--- config.mk ---
export PLATFORM = sky130hd
export DESIGN_NAME = branch_predictor_btb
export DESIGN_NICKNAME = d
export VERILOG_FILES = /design/src/rtl/branch_predictor_btb.sv
export SDC_FILE = /design/constraint.sdc
export NUM_CORES = 1
export LEC_CHECK = 0
export BUFFER_PORTS_ARGS = -buffer_cell sky130_fd_sc_hd__buf_4
export CAP_MARGIN = 20
export CORE_UTILIZATION = 25
export DETAILED_ROUTE_END_ITERATION = 8
export GPL_ROUTABILITY_DRIVEN = 0
export SYNTH_ARGS = -nofsm -noshare
export SYNTH_HDL_FRONTEND = slang
export SYNTH_SLANG_ARGS = --single-unit
export TNS_END_PERCENT = 100
--- constraint.sdc ---
create_clock -name clk -period 5.7 [get_ports clk]
set_input_delay 0.285 -clock clk [delete_from_list [all_inputs] [get_ports clk]]
set_output_delay 0.285 -clock clk [all_outputs]
set_load 0.01 [all_outputs]
--- src/rtl/branch_predictor_btb.sv ---
// rtl/branch_predictor_btb.sv - direct-mapped BTB with saturating direction counters
//
// Ports:
//   clk, rst_n            single rising-edge clock, synchronous active-low reset
//   fetch_pc              PC being fetched; combinational lookup
//   fetch_hit/taken       lookup hit and predicted direction
//   fetch_target          stored target of the indexed entry (driven even on miss)
//   resolve_*             branch resolved in the ALU stage plus its carried prediction
//   pc_sel                0 PC+4, 1 fetch_target, 2/3 redirect_pc (fall-through/taken recovery)
//   redirect_pc, flush    recovery address and IF/ID squash
//   stat_branches         saturating count of resolved branches
//   stat_mispredicts      saturating count of mispredicted branches
module branch_predictor_btb #(
  parameter int ADDR_W   = 32,
  parameter int IDX_BITS = 4,
  parameter int CTR_BITS = 2,
  parameter int STAT_W   = 16
) (
  input  logic              clk,
  input  logic              rst_n,
  input  logic [ADDR_W-1:0] fetch_pc,
  output logic              fetch_hit,
  output logic              fetch_taken,
  output logic [ADDR_W-1:0] fetch_target,
  input  logic              resolve_valid,
  input  logic [ADDR_W-1:0] resolve_pc,
  input  logic [ADDR_W-1:0] resolve_target,
  input  logic              resolve_taken,
  input  logic              resolve_pred_hit,
  input  logic              resolve_pred_taken,
  output logic [1:0]        pc_sel,
  output logic [ADDR_W-1:0] redirect_pc,
  output logic              flush,
  output logic [STAT_W-1:0] stat_branches,
  output logic [STAT_W-1:0] stat_mispredicts
);

  localparam int ENTRIES = 1 << IDX_BITS;
  localparam int TAG_W   = ADDR_W - IDX_BITS - 2;

  // Weakly taken is MSB set with the rest clear; weakly not-taken is one below it.
  localparam logic [CTR_BITS-1:0] CTR_WT  = CTR_BITS'(1) << (CTR_BITS - 1);
  localparam logic [CTR_BITS-1:0] CTR_WNT = CTR_WT - CTR_BITS'(1);
  localparam logic [CTR_BITS-1:0] CTR_MAX = '1;
  localparam logic [STAT_W-1:0]   STAT_MAX = '1;

  logic                valid_q  [ENTRIES];
  logic [TAG_W-1:0]    tag_q    [ENTRIES];
  logic [ADDR_W-1:0]   target_q [ENTRIES];
  logic [CTR_BITS-1:0] ctr_q    [ENTRIES];

  logic [IDX_BITS-1:0] f_idx, r_idx;
  logic [TAG_W-1:0]    f_tag, r_tag;
  logic                r_hit;
  logic                pred_dir;
  logic                mispredict;
  logic [ADDR_W-1:0]   pc_plus4;
  logic                unused_pc_lsbs;

  assign f_idx = fetch_pc[IDX_BITS+1:2];
  assign f_tag = fetch_pc[ADDR_W-1:IDX_BITS+2];
  assign r_idx = resolve_pc[IDX_BITS+1:2];
  assign r_tag = resolve_pc[ADDR_W-1:IDX_BITS+2];
  assign unused_pc_lsbs = ^fetch_pc[1:0];

  // Lookup reads the registered table, so a same-cycle update is not seen.
  assign fetch_hit    = valid_q[f_idx] && (tag_q[f_idx] == f_tag);
  assign fetch_taken  = fetch_hit && ctr_q[f_idx][CTR_BITS-1];
  assign fetch_target = target_q[f_idx];

  // The update re-checks the live table rather than trusting resolve_pred_hit,
  // since the entry may have been replaced between fetch and resolve.
  assign r_hit = valid_q[r_idx] && (tag_q[r_idx] == r_tag);

  assign pred_dir   = resolve_pred_hit & resolve_pred_taken;
  assign mispredict = rst_n & resolve_valid & (pred_dir != resolve_taken);
  assign pc_plus4   = resolve_pc + ADDR_W'(4);

  assign flush       = mispredict;
  assign redirect_pc = (mispredict && resolve_taken) ? resolve_target : pc_plus4;

  always_comb begin
    pc_sel = 2'd0;
    if (mispredict) begin
      pc_sel = resolve_taken ? 2'd3 : 2'd2;
    end else if (rst_n && fetch_taken) begin
      pc_sel = 2'd1;
    end
  end

  always_ff @(posedge clk) begin
    if (!rst_n) begin
      for (int i = 0; i < ENTRIES; i++) begin
        valid_q[i] <= 1'b0;
        ctr_q[i]   <= CTR_WNT;
      end
      stat_branches    <= '0;
      stat_mispredicts <= '0;
    end else if (resolve_valid) begin
      if (r_hit) begin
        if (resolve_taken) begin
          if (ctr_q[r_idx] != CTR_MAX) ctr_q[r_idx] <= ctr_q[r_idx] + CTR_BITS'(1);
          target_q[r_idx] <= resolve_target;
        end else if (ctr_q[r_idx] != '0) begin
          ctr_q[r_idx] <= ctr_q[r_idx] - CTR_BITS'(1);
        end
      end else if (resolve_taken) begin
        valid_q[r_idx]  <= 1'b1;
        tag_q[r_idx]    <= r_tag;
        target_q[r_idx] <= resolve_target;
        ctr_q[r_idx]    <= CTR_WT;
      end
      if (stat_branches != STAT_MAX) stat_branches <= stat_branches + STAT_W'(1);
      if (mispredict && (stat_mispredicts != STAT_MAX))
        stat_mispredicts <= stat_mispredicts + STAT_W'(1);
    end
  end

endmodule

* Word-level counts from Yosys, hierarchy flattened
Memory sizes are Yosys's and may differ from the RTL's.
Cells that the tools add are included.
** Word-level totals
- Register bits :: 32
- Bits in writable memories :: 976
- Memories :: 4
** Memories
- target_q :: depth 16, width 32, rd ports 1, clocked after Yosys merged registers in 0, wr ports 1, RTL line 49 : logic [ADDR_W-1:0] target_q [ENTRIES];
- tag_q :: depth 16, width 26, rd ports 2, clocked after Yosys merged registers in 0, wr ports 1, RTL line 48 : logic [TAG_W-1:0] tag_q [ENTRIES];
- ctr_q :: depth 16, width 2, rd ports 2, clocked after Yosys merged registers in 0, wr ports 16, RTL line 50 : logic [CTR_BITS-1:0] ctr_q [ENTRIES];
- valid_q :: depth 16, width 1, rd ports 2, clocked after Yosys merged registers in 0, wr ports 16, RTL line 47 : logic valid_q [ENTRIES];
** Cells by class
- $add $sub $neg :: 5
- Equality and inequality tests :: 6
- Multiplexer cells :: 35
- Bitwise logic cells :: 6
- Reduce and logical (&&, ||, !) cells :: 11
** Operators by type and width (count)
- $mux W32 :: 2
- $eq A26 B26 Y1 :: 2
- $add A16 B1 Y16 const B :: 2
- $add A32 B3 Y32 const B :: 1
- $ne A16 B16 Y1 const B :: 2
- $mux W1 :: 27
- $mux W2 :: 4
- $mux W4 :: 2
- $logic_and A1 B1 Y1 :: 6
- $reduce_and A2 Y1 :: 2
- $and A1 B1 Y1 :: 3
- $or A1 B1 Y1 :: 3
- $add A2 B1 Y2 const B :: 1
- $ne A2 B2 Y1 const B :: 1
- $reduce_bool A2 Y1 :: 1
- $reduce_or A2 Y1 :: 1
- $sub A2 B1 Y2 const B :: 1
- $ne A1 B1 Y1 :: 1
- $reduce_or A1 Y1 :: 1

* Logic depth before layout (Yosys ltp)
An unclocked memory read counts as a cell.
- Depth in word-level cells :: 12
- Gate-level depth with buffers :: 16

* Least setup slack after synthesis
Ideal clock, no wire load.
- Path type :: input-to-reg
- From :: input resolve_pc[2]
- To :: memory tag_q[9][0] in the netlist's numbering (enable)
- Setup time :: 0.409 ns
- Arrival :: 3.651 ns
- Required time :: 5.291 ns
- Slack :: 1.640 ns
- Cell stages on the path :: 10
- Path buffers :: 3
- Cell sequence :: buf_2 buf_2 mux4_2 mux4_2 xnor2_1 and4_1 nand4_2 nand3_1 clkbuf_1 nor2_1
** On the way
- Longest elaborated chain between the ends :: 7
** Ends and longest elaborated chain
- start, declared :: RTL line 26 : input logic [ADDR_W-1:0] resolve_pc,
- $mem_v2 Z16 W26
- $eq A26 B26 Y1 :: RTL line 73 : assign r_hit = valid_q[r_idx] && (tag_q[r_idx] == r_tag);
- $logic_and A1 B1 Y1 :: RTL line 73
- $mux W1 :: RTL line 100 : if (r_hit) begin
- $mux W1 :: RTL line 99 : end else if (resolve_valid) begin
- $mux W1 :: RTL line 92 : if (!rst_n) begin
- $mux W1 (not written as such) :: RTL line 109 : tag_q[r_idx] <= r_tag;
- end, declared :: RTL line 48
Parallel ways exist; a longest one is shown, timed or not.

==> impl_results.md <==
- Number of synthesis warnings: 0
- CP Capture Type: output pin
- FF+latch area: between 20,000 and 30,000 um2
- Root buffer cell: clkbuf_16
- Worst-margin pin slew: ~1100 ps
- Total power: 16.3 mW
- Final Slew Violations: 0
- Clock sink total: 1,008
- Count of different cell masters after synthesis: 53
- Worst Path Arrival: 4720 ps
- Die H: 423 um
- Part of the cycle the worst path needs: 87.9%
- Post-Syn Instances: 2,326
- Max Cap Violations: 0
- Footprint of the multi-input gates: 13,900 um2
- Clk Latency, worst-skew pair: between 700 and 800 ps
- Clock transition at the registers of the reported paths: 60 ps
- Syn Std Cell Area: between 40,000 and 50,000 um2
- # IOs: 203
- Achievable Freq: 200 MHz
- Fraction of layout cells with a size suffix above 1: 32.4%
- Worst setup SP type: register
- Post-CTS sizing: 0
- Post-route ant nets: 0
- FILL cells: 17,100
- Final min period: 5010 ps
- Yosys reg bits: around 1,000
- Final hold viol count: 0
- Routing usage on met1: 18.6%
- Syn Area/Cell: 19.0 um2
- Final nets: 2,724
- GRT Util Overall: 14.7%
- Worst slack at placement: between 600 and 700 ps
- DRC viols: 0
- Final Instance Count excl. Fillers: 5,041
- Worst hold path class: in -> reg
- Pwr/cell area: 308 nW/um2
- First-pass GRT wire length: 189,000 um
- Critical path class: reg -> out
- Grt met3 use: 2.58%
- Post-detail-place hpwl: between 80,000 and 90,000 um
- Mapped Nets: 2,434
- Die area: 179,000 um2
- Vias in the first global route: between 20,000 and 25,000
- Rel. slew slack: 24.7%
- Cts bufs inserted: around 100
- Initial antenna violation count: 12
- RSZ-0062 raised after global routing: false
- Initial DRC Count: 2,590
- Initial Util: 25.1%
- Slack of the critical path: just under 700 ps
- Critical Path Fanout Max: 3
- Setup_tns: 0 ps
- Clock buffer depth: 3
- Layout Utilization: 30.1%
- Vias: 24,400
- First drt pass iteration count: 6
- Peak VDD IR: 0.000232 V
- Row count: 154
- DRT Wirelength: 134,000 um
- Worst Path Required: 5410 ps
- Area of the core: 176,000 um2
- Global routing's busiest layer: met2
- Die X-Extent: 423 um
- Fraction of registers with async set/reset: 0%
- Post-synth EDFFs: 960
- Clock skew: between 20 and 25 ps
- CTS tree: built
- GR Util met2: approximately 24%
- Congestion Overflow GR: 0
- PortBufs: 200
- Leak: 16.7 nW
- H-Tree Level Count: 3
- # setup viols final: 0
- Inst Count DP: 4,793
- Reg2reg setup slack: 1510 ps
- Status: finished, final reports clean
- Primary FF master, synth: edfxtp_1
- Seq/Total Area, Yosys: 67.3%
- Synth-to-layout area growth: 19.5%
- Vias/cell: 4.84
- Pin count of the biggest net entering global routing: 80
- Wire length per cell: between 20 and 30 um
==> what timing repair did <==
action                                 CTS  global route
setup endpoints to repair                0             0
hold buffers                            58             0
endpoints found under the hold margin  928             0
buffers inserted                         0             0
==> placed cells by master, fill, tap and decap left out, types with 10 or more instances in the layout <==
cell type      count
edfxtp_1         960
mux4_2           365
buf_4            276
mux2i_1          124
clkbuf_16        104
nand2_1          101
dlygate4sd3_1     58
xnor2_1           56
o21ai_0           55
xor2_1            54
nor2_1            49
dfxtp_1           48
nand3_1           42
nor2_4            33
clkinv_1          28
nand4_1           27
mux2_2            27
a211oi_1          23
a21oi_1           20
and3_1            18
inv_1             15
a22oi_1           15
clkbuf_1          15
clkinv_2          14
o31ai_1           13
a221oi_1          13
o22ai_1           11
nor3_1            10
nor2b_1           10
o31ai_2           10
==> cell usage after synthesis, drive strengths merged, types with 18 or more instances <==
cell	n	area share (%)
nor2	82	0.70
buf	87	1.1
a21oi	21	0.24
mux4	365	19
mux2	27	0.69
and3	18	0.25
o21ai	56	0.63
nand4	28	0.41
edfxtp	960	65
nand3	43	0.49
o31ai	23	0.50
dfxtp	48	2.2
xor2	54	1.1
clkbuf	73	0.62
mux2i	125	2.8
xnor2	56	1.1
nand2	102	0.87
a211oi	23	0.39
==> final timing paths <==
check,cells after the start,to,from
hold reg to reg,2,valid_q[6]$_DFF_P_,valid_q[6]$_DFF_P_
setup / recovery,11,pc_sel[0],tag_q[15][8]$_DFFE_PP_
setup reg to reg,11,tag_q[2][13]$_DFFE_PP_,tag_q[11][20]$_DFFE_PP_
hold / removal,2,stat_branches[7]$_SDFFE_PN0P_,rst_n
==> registers in the layout, summed over array words and instances (netlist names) <==
register	flops
ctr_q	32
stat_branches	16
valid_q	16
stat_mispredicts	16
target_q	512
tag_q	416
==> cell type report <==
cell class / count / share of cell area [%]
Antenna cell: 1 / 0.00473
Clock buffer: 119 / 5.03
Clock inverter: 70 / 1.38
Inverter: 15 / 0.106
Multi-Input combinational cell: 1143 / 26.3
Sequential cell: 1008 / 56.3
Tap cell: 2340 / 5.54
Timing Repair Buffer: 345 / 5.36
==> worst max-delay path: stages (launching register included) <==
cell      delay, ps
edfxtp_1        390
mux4_2          500
mux4_2          540
xnor2_1         240
nand4_1         270
nor4_1          560
nand4_1         420
nor3b_1         500
buf_4           210
o21ai_0          70
a21oi_1         140
buf_4           160
==> cell families after synthesis <==
logic type	after synthesis	synth area share, %
compound gates	182	2.84
mux	517	22.1
fa+ha+maj	6	0.170
buf+inv	175	1.87
simple gates	328	3.51
flops	1008	67.3
xor+xnor	110	2.18
==> metrics by stage <==
step	hold WS [ps]	cell area, um2
floorplan	384	44200
global placement	467	48900
detailed placement	469	48900
CTS	34.0	52900
global route	74.4	52900
finish	83.7	52900
==> power by group <==
part / switching [mW] / internal, mW / leakage [nW]
clock: 2.99 / 3.78 / 1.62
sequential: 0.0226 / 8.16 / 9.07
combinational: 0.764 / 0.557 / 6.02
==> routing by layer <==
layer | vias up | share of wire, %
met5 | - | 0.047
met4 | 10 | 5.0
met2 | 955 | 49
met1 | 13000 | 40
li1 | 10200 | -
met3 | 220 | 6.1
No activity file was read; power rests on OpenSTA's default activity.
